[config.mk]
export PLATFORM = sky130hd
export DESIGN_NAME = norm_trunc_mult
export DESIGN_NICKNAME = d
export VERILOG_FILES = /design/src/rtl/norm_trunc_mult.sv
export SDC_FILE = /design/constraint.sdc
export NUM_CORES = 1
export LEC_CHECK = 0
export CAP_MARGIN = 20
export CORE_MARGIN = 4
export CORE_UTILIZATION = 60
export CTS_CLUSTER_DIAMETER = 30
export CTS_CLUSTER_SIZE = 20
export DETAILED_ROUTE_END_ITERATION = 7
export PLACE_DENSITY = 0.8
export SETUP_SLACK_MARGIN = 0.4
export SLEW_MARGIN = 20
export SYNTH_ARGS = -nofsm -noshare
export SYNTH_HDL_FRONTEND = slang
export SYNTH_SLANG_ARGS = --single-unit
[constraint.sdc]
create_clock -name clk -period 8.7 [get_ports clk]
set_clock_uncertainty 0.2 [all_clocks]
set_input_delay 0.87 -clock clk [delete_from_list [all_inputs] [get_ports clk]]
set_output_delay 0.87 -clock clk [all_outputs]
set_load 0.005 [all_outputs]
[src/rtl/norm_trunc_mult.sv]
// rtl/norm_trunc_mult.sv - sequential normalise/multiply/denormalise unit
// Operands are left-normalised one bit per cycle, multiplied (exact or truncated), then shifted back.
module norm_trunc_mult #(
  parameter int WIDTH = 16,
  parameter int KEEP  = 8,
  localparam int CW   = $clog2(2*WIDTH)
) (
  input  logic               clk,
  input  logic               rst,
  input  logic               start,
  input  logic               exact,
  input  logic [WIDTH-1:0]   a,
  input  logic [WIDTH-1:0]   b,
  output logic               busy,
  output logic               done,
  output logic [2*WIDTH-1:0] result,
  output logic [CW-1:0]      shift_total
);

  typedef enum logic [2:0] {IDLE, NORM_A, NORM_B, MULT, SHR, DONE} state_t;

  state_t state, state_nxt;

  logic [WIDTH-1:0]   ra, rb;
  logic               ex;
  logic [CW-1:0]      cnt, tot;
  logic [2*WIDTH-1:0] p;
  logic               zero_op;
  logic [2*WIDTH-1:0] full_prod;
  logic [2*KEEP-1:0]  trunc_core;
  logic [2*WIDTH-1:0] trunc_prod;

  assign zero_op    = (a == '0) || (b == '0);
  assign full_prod  = (2*WIDTH)'(ra) * (2*WIDTH)'(rb);
  assign trunc_core = (2*KEEP)'(ra[WIDTH-1 -: KEEP]) * (2*KEEP)'(rb[WIDTH-1 -: KEEP]);
  // Truncated product is realigned so its weight matches the full normalised product.
  assign trunc_prod = (2*WIDTH)'(trunc_core) << (2*WIDTH - 2*KEEP);

  always_ff @(posedge clk or posedge rst) begin
    if (rst) state <= IDLE;
    else     state <= state_nxt;
  end

  always_comb begin
    state_nxt = state;
    case (state)
      IDLE:    if (start) state_nxt = zero_op ? DONE : NORM_A;
      NORM_A:  if (ra[WIDTH-1]) state_nxt = NORM_B;
      NORM_B:  if (rb[WIDTH-1]) state_nxt = MULT;
      MULT:    state_nxt = SHR;
      SHR:     if (cnt == '0) state_nxt = DONE;
      DONE:    state_nxt = IDLE;
      default: state_nxt = IDLE;
    endcase
  end

  assign busy = (state != IDLE);
  assign done = (state == DONE);

  always_ff @(posedge clk or posedge rst) begin
    if (rst) begin
      ra          <= '0;
      rb          <= '0;
      ex          <= 1'b0;
      cnt         <= '0;
      tot         <= '0;
      p           <= '0;
      result      <= '0;
      shift_total <= '0;
    end else begin
      case (state)
        IDLE: begin
          if (start) begin
            ra  <= a;
            rb  <= b;
            ex  <= exact;
            cnt <= '0;
            if (zero_op) begin
              result      <= '0;
              shift_total <= '0;
            end
          end
        end
        NORM_A: begin
          if (!ra[WIDTH-1]) begin
            ra  <= ra << 1;
            cnt <= cnt + CW'(1);
          end
        end
        NORM_B: begin
          if (!rb[WIDTH-1]) begin
            rb  <= rb << 1;
            cnt <= cnt + CW'(1);
          end
        end
        MULT: begin
          p   <= ex ? full_prod : trunc_prod;
          tot <= cnt;
        end
        SHR: begin
          if (cnt != '0) begin
            p   <= p >> 1;
            cnt <= cnt - CW'(1);
          end else begin
            result      <= p;
            shift_total <= tot;
          end
        end
        default: ;
      endcase
    end
  end

endmodule

==> flow_summary.ini <==
[die]
row_count = 57
die-area_mm2 = 0.0276
io_pins = 75
start_util_pct = 61.3
dieWidth_um = 166
die_h_um = 166
coreArea_mm2 = 0.0245

[clocking]
post_cts_buffers = 0
clkSinkCount = 115
cts_tree = yes
post_cts_resized = 0
clkSlewWorstSetupHoldPaths_ps = 70
ctsHtreeMaxLevel = 4
ctsHoldBuffers = 0
insertion_delay_ps = 430
cts_max_path_buffers = 2
cts_inserted_buffers = 17
root_buffer = clkbuf_16

[finish]
syn_to_final_growth_pct = 9.89
drive_above_1_share_pct = 3.68
antennaDiodeCount = 0
nNetsFinal = 2104
fin_area_mm2 = 0.0165

[worst_setup_path]
criticalPathCategory = reg -> reg
arrival_ps = 6790
rrSetupSlack_ps = 2020
start_kind = flop
path_max_fanout = 18
crit_path_end_kind = flop
required_ps = 8810
worstRegToRegCells = 21

[timing]
slew_viol_final = 0
setup_viol = 0
rsz0062_at_grt = no
timing.fmax_mhz = 150
maxSlewHeadroom_pct = 32.8
fin_crit_ps = 6680
finalCritPeriodShare_pct = 76.8
tightest_slew_ps = 1000
setup_tns_ps = 0
hold_viol = 0

[synthesis]
synth.distinct_cells = 69
synthTopCellsByArea = fa_1 (29%), dfrtp_1 (19%), ha_1 (11%)
ys_async_sr_fraction_pct = 100
synth_ff_type = dfrtp_1
synthTopCellsByCount = nand2_1 (293), inv_1 (289), fa_1 (214)
syn_nets = 2091
synth-seq-area-share_pct = 19.2
synth_edf_count = 0
synthesis.area_mm2 = 0.0150
yosys.area.top_type = fa_1
avgSynthCellArea_um2 = 8.76
netlist_instances = 1713
synth-seq-cells = 115
yosysMostFrequentCell = nand2_1
synth_top_area_share_pct = 28.5
ys_warn_count = 0

[detailed_routing]
drt-pass1-iter-count = 6
drtAntennaViolNets = 0
num_vias = 11961
wirelength_um = 37200
dr.first_iter.drc_count = 1060
wire_per_inst_um = 18.0
route.detailed.drc = 0
avgViaCountPerCell = 5.80

[run]
drv_cap = 0

[run_status]
status = finished clean

[hold_path]
hp-class = reg -> reg
min_path_cells = 2

[global_routing]
grt_pass1_wl_um = 62900
grt_max_degree = 75
grt_pass1_vias = 12464
grt_antenna_before_repair = 0
grt_overflow = 0
gr-usage-all-layers_pct = 27.7

[placement]
dpl_cell_area_mm2 = 0.0159
place_congestion = 0.944
port_buffers = 74
hpwlAfterDp_um = 28900
==> worst max-delay path, stage by stage (launching register included) <==
cell and delay [ps]:
dfrtp_1 730, nand2_1 190, fa_1 580, inv_1 60, fa_1 500, inv_1 60, fa_1 530, inv_1 50
fa_1 470, fa_1 490, inv_1 50, fa_1 490, inv_1 50, ha_1 360, a211o_1 290, a21oi_1 200
o21ai_1 120, a31oi_2 290, a211oi_2 160, o41ai_2 380, mux2i_1 230, o211ai_1 100
==> per-stage QoR <==
| step | utilization, % | instances | setup slack [ps] | hold WS, ps |
|---|---|---|---|---|
| after detailed placement | 64.9 | 2030 | 2100 | 269 |
| after global routing | 67.4 | 2063 | 1710 | 296 |
| after CTS | 67.3 | 2062 | 2020 | 284 |
| final | 67.4 | 2063 | 2020 | 285 |
| after floorplan | - | 1713 | 2470 | 250 |
| after global placement | 64.9 | 2030 | 2270 | 261 |
==> flip-flops by register name, summed over array words and instances, names as in the netlist <==
register / count
p: 32
result: 32
ra: 16
rb: 16
cnt: 5
shift_total: 5
tot: 5
state: 3
ex: 1
==> path summary, 6_finish.rpt <==
kind | startpoint | endpoint
hold / removal | p[7]$_DFFE_PP0P_ | p[7]$_DFFE_PP0P_
setup reg to reg | ra[7]$_DFFE_PP0P_ | p[29]$_DFFE_PP0P_
setup / recovery | ra[7]$_DFFE_PP0P_ | p[29]$_DFFE_PP0P_
max in group asynchronous | rst | ra[3]$_DFFE_PP0P_
hold reg to reg | p[7]$_DFFE_PP0P_ | p[7]$_DFFE_PP0P_
min in group asynchronous | rst | tot[0]$_DFFE_PP0N_
==> cell usage in the layout, fill, tap and decap left out, drive strengths merged, types with 11 or more instances in the layout <==
cell	instances
dfrtp	115
a21o	14
and2	135
nor2	47
nand2b	12
clkbuf	17
and3	17
a22oi	15
xor2	11
clkdlybuf4s50	74
o21ai	115
a21boi	11
fa	214
nand2	293
a21oi	52
ha	128
inv	297
xnor2	20
nand3	14
==> per-layer routing <==
layer	track usage (%)	up-vias	part of all wire, %
met1	36.0	5959	40
met5	0	-	0
li1	-	5444	-
met2	47.9	463	51
met3	4.02	95	6.0
met4	9.79	0	3.4
==> cells by family after synthesis <==
family          count (synthesis)  share of synthesized area, %
compound gates                274                          11.6
xor+xnor                       31                          1.81
fa+ha+maj                     342                          39.2
buf+inv                       376                          9.55
flops                         115                          19.2
mux                            13                         0.917
simple gates                  562                          17.8
==> area by class of cell <==
| class | count | area, um^2 |
|---|---|---|
| clock inverter | 15 | 165 |
| clock buffer | 17 | 425 |
| fill | 1890 | 7970 |
| timing repair buffer | 80 | 806 |
| inverter | 290 | 1090 |
| sequential | 115 | 2880 |
| tap | 324 | 405 |
| multi-input combinational | 1222 | 10700 |
Power is not shown: default switching activity piles up to over one toggle a cycle in this logic, so the estimate is an artifact.
